--- src/rtl/seq_signed_mac_pkg.sv ---
// Shared types and helpers for the sequential signed/unsigned multiply-accumulate block.
package seq_signed_mac_pkg;

    typedef enum logic [1:0] {
        ST_IDLE = 2'd0,
        ST_RUN  = 2'd1,
        ST_DONE = 2'd2
    } state_e;

    // Counter must reach B_WIDTH+1: B_WIDTH+1 partial-product steps plus one accumulate cycle.
    function automatic int unsigned cnt_width(input int unsigned b_width);
        return $clog2(b_width + 2);
    endfunction

endpackage

--- src/rtl/seq_signed_mac_step_dp.sv ---
// One shift-and-add step: folds the shifted, extended multiplicand into the partial product.
module seq_signed_mac_step_dp
    import seq_signed_mac_pkg::*;
#(
    parameter int unsigned A_WIDTH = 16,
    parameter int unsigned B_WIDTH = 16,
    parameter int unsigned CNT_W   = cnt_width(B_WIDTH)
) (
    input  logic [A_WIDTH+B_WIDTH-1:0] partial,
    input  logic [A_WIDTH:0]           a_ext,
    input  logic                       b_bit,
    input  logic [CNT_W-1:0]           idx,
    output logic [A_WIDTH+B_WIDTH-1:0] partial_next_c
);

    localparam int unsigned PROD_W = A_WIDTH + B_WIDTH;

    logic [PROD_W-1:0] addend;

    // Arithmetic is mod 2^PROD_W; the exact product fits, so truncated intermediates are harmless.
    always_comb begin
        addend         = {{(B_WIDTH - 1){a_ext[A_WIDTH]}}, a_ext} << idx;
        partial_next_c = partial;
        if (b_bit) begin
            if (32'(idx) == B_WIDTH) begin
                partial_next_c = partial - addend;
            end else begin
                partial_next_c = partial + addend;
            end
        end
    end

endmodule

--- src/rtl/seq_signed_mac.sv ---
// Iterative multiply-accumulate: one partial product per clock, valid/ready on both sides, sticky overflow.
module seq_signed_mac
    import seq_signed_mac_pkg::*;
#(
    parameter int unsigned A_WIDTH    = 16,
    parameter int unsigned B_WIDTH    = 16,
    parameter int unsigned GUARD_BITS = 4
) (
    input  logic                                  clk,
    input  logic                                  rst_n,
    input  logic                                  in_valid,
    output logic                                  in_ready,
    input  logic [A_WIDTH-1:0]                    a,
    input  logic [B_WIDTH-1:0]                    b,
    input  logic                                  a_signed,
    input  logic                                  b_signed,
    input  logic                                  acc_en,
    output logic                                  out_valid,
    input  logic                                  out_ready,
    output logic [A_WIDTH+B_WIDTH+GUARD_BITS-1:0] p,
    output logic                                  ovf
);

    localparam int unsigned P_WIDTH = A_WIDTH + B_WIDTH + GUARD_BITS;
    localparam int unsigned PROD_W  = A_WIDTH + B_WIDTH;
    localparam int unsigned CNT_W   = cnt_width(B_WIDTH);

    state_e               state_q, state_d;
    logic [CNT_W-1:0]     cnt_q, cnt_d;
    logic [A_WIDTH:0]     a_ext_q, a_ext_d;
    logic [B_WIDTH:0]     b_ext_q, b_ext_d;
    logic                 signed_q, signed_d;
    logic                 acc_en_q, acc_en_d;
    logic [PROD_W-1:0]    partial_q, partial_d;
    logic [P_WIDTH-1:0]   acc_q, acc_d;
    logic [P_WIDTH-1:0]   p_q, p_d;
    logic                 ovf_q, ovf_d;
    logic                 in_ready_q, in_ready_d;
    logic                 out_valid_q, out_valid_d;

    logic                 b_bit_c;
    logic [PROD_W-1:0]    step_c;
    logic [P_WIDTH-1:0]   acc_base_c;
    logic [P_WIDTH-1:0]   prod_ext_c;
    logic [P_WIDTH:0]     sum_c;
    logic                 sovf_c;

    assign b_bit_c = b_ext_q[cnt_q];

    seq_signed_mac_step_dp #(
        .A_WIDTH (A_WIDTH),
        .B_WIDTH (B_WIDTH),
        .CNT_W   (CNT_W)
    ) u_step (
        .partial        (partial_q),
        .a_ext          (a_ext_q),
        .b_bit          (b_bit_c),
        .idx            (cnt_q),
        .partial_next_c (step_c)
    );

    // Final accumulate, done one cycle after the last step to keep it off the step adder path.
    always_comb begin
        acc_base_c = acc_en_q ? acc_q : '0;
        if (signed_q) begin
            prod_ext_c = P_WIDTH'($signed(partial_q));
        end else begin
            prod_ext_c = P_WIDTH'(partial_q);
        end
        sum_c  = {1'b0, acc_base_c} + {1'b0, prod_ext_c};
        sovf_c = (acc_base_c[P_WIDTH-1] == prod_ext_c[P_WIDTH-1]) &&
                 (sum_c[P_WIDTH-1] != acc_base_c[P_WIDTH-1]);
    end

    always_comb begin
        state_d     = state_q;
        cnt_d       = cnt_q;
        a_ext_d     = a_ext_q;
        b_ext_d     = b_ext_q;
        signed_d    = signed_q;
        acc_en_d    = acc_en_q;
        partial_d   = partial_q;
        acc_d       = acc_q;
        p_d         = p_q;
        ovf_d       = ovf_q;
        out_valid_d = out_valid_q;

        case (state_q)
            ST_IDLE: begin
                if (in_valid && in_ready_q) begin
                    a_ext_d   = {a_signed & a[A_WIDTH-1], a};
                    b_ext_d   = {b_signed & b[B_WIDTH-1], b};
                    signed_d  = a_signed | b_signed;
                    acc_en_d  = acc_en;
                    partial_d = '0;
                    cnt_d     = '0;
                    state_d   = ST_RUN;
                end
            end
            ST_RUN: begin
                if (cnt_q == CNT_W'(B_WIDTH + 1)) begin
                    p_d         = sum_c[P_WIDTH-1:0];
                    acc_d       = sum_c[P_WIDTH-1:0];
                    out_valid_d = 1'b1;
                    state_d     = ST_DONE;
                    if (!acc_en_q) begin
                        ovf_d = 1'b0;
                    end else if (signed_q) begin
                        ovf_d = ovf_q | sovf_c;
                    end else begin
                        ovf_d = ovf_q | sum_c[P_WIDTH];
                    end
                end else begin
                    partial_d = step_c;
                    cnt_d     = cnt_q + CNT_W'(1);
                end
            end
            ST_DONE: begin
                if (out_ready) begin
                    out_valid_d = 1'b0;
                    state_d     = ST_IDLE;
                end
            end
            default: state_d = ST_IDLE;
        endcase

        in_ready_d = (state_d == ST_IDLE);
    end

    always_ff @(posedge clk or negedge rst_n) begin
        if (!rst_n) begin
            state_q     <= ST_IDLE;
            cnt_q       <= '0;
            a_ext_q     <= '0;
            b_ext_q     <= '0;
            signed_q    <= 1'b0;
            acc_en_q    <= 1'b0;
            partial_q   <= '0;
            acc_q       <= '0;
            p_q         <= '0;
            ovf_q       <= 1'b0;
            in_ready_q  <= 1'b1;
            out_valid_q <= 1'b0;
        end else begin
            state_q     <= state_d;
            cnt_q       <= cnt_d;
            a_ext_q     <= a_ext_d;
            b_ext_q     <= b_ext_d;
            signed_q    <= signed_d;
            acc_en_q    <= acc_en_d;
            partial_q   <= partial_d;
            acc_q       <= acc_d;
            p_q         <= p_d;
            ovf_q       <= ovf_d;
            in_ready_q  <= in_ready_d;
            out_valid_q <= out_valid_d;
        end
    end

    assign in_ready  = in_ready_q;
    assign out_valid = out_valid_q;
    assign p         = p_q;
    assign ovf       = ovf_q;

endmodule

--- config.mk ---
export PLATFORM = sky130hd
export DESIGN_NAME = seq_signed_mac
export DESIGN_NICKNAME = d
export VERILOG_FILES = /design/src/rtl/seq_signed_mac_pkg.sv /design/src/rtl/seq_signed_mac_step_dp.sv /design/src/rtl/seq_signed_mac.sv
export SDC_FILE = /design/constraint.sdc
export NUM_CORES = 1
export LEC_CHECK = 0
export CAP_MARGIN = 20
export CORE_MARGIN = 2
export CORE_UTILIZATION = 61
export CTS_CLUSTER_DIAMETER = 80
export DETAILED_ROUTE_END_ITERATION = 10
export PLACE_DENSITY = 0.83
export REMOVE_ABC_BUFFERS = 1
export SLEW_MARGIN = 20
export SYNTH_ARGS = -nofsm -noshare
export SYNTH_HDL_FRONTEND = slang
export SYNTH_SLANG_ARGS = --single-unit
--- constraint.sdc ---
create_clock -name clk -period 6.7 [get_ports clk]
set_input_delay 2.01 -clock clk [delete_from_list [all_inputs] [get_ports clk]]
set_output_delay 2.01 -clock clk [all_outputs]
set_load 0.1 [all_outputs]
==> results of run 1 <==
[worst max-delay path, cell delays in order, from the launching register on]
cell      delay (ns)
dfrtp_2         0.76
buf_4           0.44
mux4_2          0.60
mux2i_1         0.39
a21oi_2         0.19
inv_1           0.09
nand2_1         0.08
o41ai_1         0.43
o21ai_1         0.19
a21oi_1         0.20
xnor2_1         0.09
ha_1            0.38
nand3_1         0.13
nor2_1          0.19
nand4_1         0.12
o32a_1          0.34
a21oi_1         0.28
a221oi_1        0.17
a21oi_1         0.24
a31oi_1         0.14
xnor2_1         0.14
a22o_1          0.19
[metal layers]
metal | vias up | wire length [µm] | GRT usage
li1 | 4494 | - | -
met1 | 4446 | 11620 | 0.3896
met2 | 266 | 12420 | 0.4840
met3 | 44 | 1196 | 0.03666
met4 | 0 | 661 | 0.1105
met5 | - | 0 | 0
[synth_stat cells (5+ instances only)]
library cell,n,share of area
xor2_1,34,0.028
a21o_1,32,0.023
nand3_1,22,0.010
nor2b_1,15,0.0089
clkbuf_8,12,0.016
nor3b_1,7,0.0050
nand2_1,130,0.046
o211ai_1,7,0.0050
ha_1,71,0.084
a221oi_1,5,0.0041
o31ai_1,15,0.011
or3_1,6,0.0035
nor3_1,26,0.012
mux2i_1,17,0.016
a21oi_1,88,0.042
inv_1,37,0.013
o21bai_1,10,0.0071
buf_2,6,0.0028
a211o_1,5,0.0041
o21ai_0,91,0.043
clkbuf_1,36,0.013
dfrtp_1,113,0.27
o21a_1,10,0.0071
o41ai_1,6,0.0050
a31oi_1,12,0.0071
mux4_2,19,0.040
nor2_1,64,0.023
buf_6,6,0.0064
mux2_2,39,0.042
a211oi_1,14,0.0099
xnor2_1,38,0.031
a22o_1,20,0.017
nand2b_1,16,0.0095
and2_1,40,0.024
nand4_1,9,0.0053
and3_1,7,0.0041
[flip-flops by register name (all words and copies together) (netlist names), 2 cells and up]
register and flops:
b_ext_q 17, p 36, partial_q 32, cnt_q 5, a_ext_q 17, state_q 2
[cell families (layout without fill, tap and decap cells)]
kind of cell / count (synthesis) / count (layout) / synth area share
xor+xnor: 73 / 73 / 0.06116
buf+inv: 105 / 166 / 0.05584
flops: 114 / 114 / 0.2698
mux: 81 / 81 / 0.1077
fa+ha+maj: 73 / 73 / 0.08778
simple gates: 372 / 372 / 0.1762
compound gates: 378 / 378 / 0.2416
[stage by stage]
| step | utilization | instances | TNS, ns | hold WS (ns) | instance area, µm² |
|---|---|---|---|---|---|
| after global placement | 0.6618 | 1450 | 0 | 0.4783 | 11330 |
| final | 0.6960 | 1482 | 0 | 0.4929 | 11910 |
| after detailed placement | 0.6618 | 1450 | 0 | 0.4889 | 11330 |
| after CTS | 0.6959 | 1482 | 0 | 0.5015 | 11910 |
| after global routing | 0.6960 | 1482 | 0 | 0.5193 | 11910 |
| after floorplan | - | 1131 | -18.11 | 0.4753 | 10140 |
[cell type report]
type,count,area (µm²)
multi-input cells,977,7146
fillers,1351,5204
flip-flops and latches,114,2856
repair buffers,94,895.9
clock buffers,17,425.4
well taps,225,281.5
clock inverters,15,157.7
inverters,40,150.1
[worst min path at each step]
stage                      from  cells after the start          end  slack (ns)
floorplan           b_ext_q[10]                      1  b_ext_q[10]        0.48
global placement           p[2]                      2         p[2]        0.48
detailed placement         p[5]                      2         p[5]        0.49
CTS                        p[3]                      2         p[3]        0.50
global route        b_ext_q[11]                      1  b_ext_q[11]        0.52
finish                     p[3]                      2         p[3]        0.49
==> out/results.tsv, run 1 <==
metric	value	unit
outcome	completed	
dieArea	18410	µm²
start_util	0.6179	
vias_per_cell	6.242	
final_common_cell	nand2_1	
worstSkewPairLatency	0.43	ns
finalClockSkew	0.009287	ns
cts_tree	done	
max_freq	169.6	MHz
drt_iter0_drc	680	
min_path_type	reg -> reg	
drt_first_pass_iters	6	
synth.cell_area	10580	µm²
startpoint	cnt_q[0]	
ys_ff_latch	114	
wl_per_cell	17.48	µm
grt_pass1_vias	8773	
rrSetupSlack	0.80	ns
area_growth	12.63	%
postRouteAntennaNets	0	
hpwlAfterDp	18840	µm
synth-seq-area-share	0.2698	
endpoint	partial_q[31]	
avgSynthCellArea	8.843	µm²
maxSlewViolCount	0	
diodes	0	
clk_pin_slew	0.06	ns
layout_common_cells	nand2_1 (130), dfrtp_1 (111), o21ai_0 (90), a21oi_1 (88), clkdlybuf4s50_1 (76)	
grt_use_total	0.2914	
core_region_area	17120	µm²
tightest_slew	0.9729	ns
drc	0	
r2r_cells	21	
finalNetCount	1356	
rsz0062_at_grt	false	
finalWorstSetupSlack	0.8028	ns
finalSetupViolCount	0	
end_kind	flop	
worst_ep_required_time	7.02	ns
grt-ovfl-total	0	
vias	9250	
cts_max_level	4	
portBuffers	77	
arrival	6.22	ns
synth_cells	1196	
cts_sinks	114	
io_pins	78	
rows	48	
synth-main-ff-cell	dfrtp_1	
synth-edff-count	0	
crit_type	reg -> reg	
path_max_fanout	28	
postCtsSetupBuffers	0	
finalCriticalPeriod	5.897	ns
cts_buffers	17	
hold_violations	0	
yosysUniqueCellTypes	98	
cts-resized-gates	0	
r2r_start	cnt_q[0]	
slew_headroom	0.3494	
drive_gt1_frac	0.1265	
fp.dieW	135.7	µm
cts-root-buf	clkbuf_16	
startpoint_type	flop	
synth-async-reset-ratio	1.000	
grt_max_degree	74	
r2r-end	partial_q[31]	
cts_hold_buf	0	
ctsLongestPathBuffers	2	
gp_congestion	0.9542	
wl	25900	µm
pre_cts_slack	0.8620	ns
antenna_found_initial	0	
drv_cap	0	
grt_pass1_wl	43330	µm
die_h	135.7	µm
ys_warn_count	0	
post-route-period-util	0.8802	
Power of run 1 is not shown: default switching activity piles up to over one toggle a cycle in this logic, so the estimate is an artifact.
==> run 2, diff against run 1 <==
- CORE_UTILIZATION: 61 -> 45
- PLACE_DENSITY: 0.83 -> default
- SYNTH_HIERARCHICAL: default -> 1
==> out/results.tsv, run 2 <==
metric	value	unit	change
vias_per_cell	5.724		was 6.242
core_region_area	24110	µm²	was 17,120 µm²
grt-ovfl-total	0		unchanged
post-route-period-util	0.9113		was 0.8802
rows	57		was 48
area_growth	14.55	%	was 12.63%
synth-main-ff-cell	dfrtp_1		unchanged
gp_congestion	0.9020		was 0.9542
synth-async-reset-ratio	1.000		unchanged
synth-seq-area-share	0.2605		was 0.2698
maxSlewViolCount	0		unchanged
path_max_fanout	33		was 28
hp-start	b_ext_q[2]		was p[3]
worstSkewPairLatency	0.43	ns	about the same
placedInstanceArea	11940	µm²	was 11,330 µm²
fin_area	12550	µm²	was 11,910 µm²
slew_headroom	0.3414		was 0.3494
fp.dieW	160.0	µm	was 135.7 µm
cts-root-buf	clkbuf_16		unchanged
r2r_cells	21		unchanged
wl	29730	µm	was 25,900 µm
netlist.area_leader.share	0.2581		was 0.2674
fin_cells	1725		was 1,482
nFillCells	2371		was 1,351
hold_violations	0		unchanged
diodes	0		unchanged
grt_pass1_vias	9435		was 8,773
holdWs	0.4708	ns	was 0.4929 ns
cts_sinks	114		unchanged
grt_max_degree	72		was 74
synth-edff-count	0		unchanged
avgSynthCellArea	8.128	µm²	was 8.843 µm²
arrival	6.42	ns	was 6.22 ns
tightest_slew	0.9849	ns	was 0.9729 ns
layout_common_cells	nand2_1 (285), dfrtp_1 (112), o21ai_0 (87), a21oi_1 (80), clkdlybuf4s50_1 (76)		was nand2_1 (130), dfrtp_1 (111), o21ai_0 (90), a21oi_1 (88), clkdlybuf4s50_1 (76)
grt_pass1_wl	49550	µm	was 43,330 µm
synth.largest_area_cell	dfrtp_1		unchanged
cts_max_level	4		unchanged
dieArea	25610	µm²	was 18,410 µm²
crit_type	reg -> reg		unchanged
finalCriticalPeriod	6.106	ns	was 5.897 ns
io_pins	78		unchanged
fin_setup_tns	0	ns	unchanged
antenna_found_initial	1		was 0
final_common_cell	nand2_1		unchanged
rrSetupSlack	0.59	ns	was 0.80 ns
drive_gt1_frac	0.1014		was 0.1265
grt_use_total	0.2365		was 0.2914
ys_ff_latch	114		unchanged
rsz0062_at_grt	false		unchanged
cts-resized-gates	0		unchanged
ys_warn_count	6		was 0
postCtsSetupBuffers	0		unchanged
drc	0		unchanged
die_h	160.0	µm	was 135.7 µm
ctsLongestPathBuffers	2		unchanged
largest_reg_flops	36		unchanged
yosysUniqueCellTypes	95		was 98
clk_pin_slew	0.06	ns	about the same
end_kind	flop		unchanged
drt_iter0_drc	675		was 680
cts_tree	done		unchanged
max_freq	163.8	MHz	was 169.6 MHz
synth_cells	1348		was 1,196
cts_hold_buf	0		unchanged
start_util	0.4545		was 0.6179
wl_per_cell	17.23	µm	was 17.48 µm
r2r-end	partial_q[27]		was partial_q[31]
worstHoldPathCells	2		unchanged
yosysMostFrequentCell	nand2_1		unchanged
drv_cap	0		unchanged
r2r_start	cnt_q[0]		unchanged
startpoint_type	flop		unchanged
min_path_type	reg -> reg		unchanged
vias	9874		was 9,250
finalNetCount	1499		was 1,356
ys_top_cells_by_area	dfrtp_1 (26%), nand2_1 (9.8%), ha_1 (8.0%), mux4_2 (4.5%), o21ai_0 (4.0%)		was dfrtp_1 (27%), ha_1 (8.4%), nand2_1 (4.6%), o21ai_0 (4.3%), a21oi_1 (4.2%)
placedCellCount	1693		was 1,450
outcome	completed		unchanged
drt_first_pass_iters	5		was 6
hpwlAfterDp	21950	µm	was 18,840 µm
postRouteAntennaNets	0		unchanged
portBuffers	77		unchanged
synthTopCellsByCount	nand2_1 (285), dfrtp_1 (113), o21ai_0 (88)		was nand2_1 (130), dfrtp_1 (113), o21ai_0 (91)
min_to	b_ext_q[2]		was p[3]
synth.cell_area	10960	µm²	was 10,580 µm²
cts_buffers	17		unchanged
finalSetupViolCount	0		unchanged
finalClockSkew	0.01241	ns	was 0.009287 ns
worst_ep_required_time	7.01	ns	was 7.02 ns
-- run 2: logic make-up (layout without fill, tap and decap cells) --
| logic type | Yosys count | count (layout) | share of synthesized area |
|---|---|---|---|
| compound gates | 343 | 343 | 0.2051 |
| xor+xnor | 80 | 80 | 0.06395 |
| fa+ha+maj | 72 | 72 | 0.08359 |
| buf+inv | 102 | 155 | 0.04042 |
| flops | 114 | 114 | 0.2605 |
| mux | 84 | 84 | 0.1107 |
| simple gates | 553 | 553 | 0.2358 |
-- run 2: cell type report --
cell class | instances | area (µm²) | area share
clock inverters | 13 | 156.4 | 0.01246
well taps | 324 | 405.4 | 0.03230
inverters | 30 | 112.6 | 0.008972
clock buffers | 19 | 452.9 | 0.03609
multi-input cells | 1132 | 7680 | 0.6119
repair buffers | 93 | 888.4 | 0.07078
flip-flops and latches | 114 | 2855 | 0.2275
-- run 2: worst max path at each step --
stage / end / depth (start not counted) / slack, ns / start
2_1_floorplan: partial_q[30] / 22 / 0.54 / cnt_q[0]
3_3_place_gp: partial_q[27] / 21 / 0.81 / cnt_q[0]
3_5_place_dp: partial_q[27] / 21 / 0.69 / cnt_q[0]
4_1_cts: partial_q[27] / 21 / 0.68 / cnt_q[0]
5_1_grt: partial_q[27] / 21 / 0.03 / cnt_q[0]
6_report: partial_q[27] / 21 / 0.59 / cnt_q[0]
-- run 2: critical path: stages (launching register included) --
cell and delay, ns:
dfrtp_2 0.86, mux4_1 0.71, mux2i_1 0.38, o211ai_1 0.17
nand4bb_1 0.29, nand2b_1 0.23, or2_1 0.26, nor3_2 0.32
a21oi_1 0.14, xor2_1 0.17, ha_1 0.37, a21oi_1 0.20
o211ai_1 0.11, a2111oi_0 0.68, nor2_1 0.08, a21oi_1 0.26
o21ai_0 0.13, a21oi_1 0.18, xnor2_1 0.08, mux2_2 0.26
nand2_1 0.06, nand2_1 0.05
-- run 2: metal layers --
layer	vias up	share of wire	track usage
met1	4684	0.48	0.3340
li1	4946	-	-
met5	-	0	0
met3	30	0.042	0.03455
met2	214	0.46	0.3788
met4	0	0.015	0.06593
-- run 2: stage by stage --
stage,worst slack (ns),util
2_1_floorplan,0.5410,-
3_3_place_gp,0.8140,0.4951
3_5_place_dp,0.6894,0.4951
4_1_cts,0.6766,0.5204
5_1_grt,0.02840,0.5207
6_report,0.5940,0.5207
Power of run 2 is left out for the same reason.
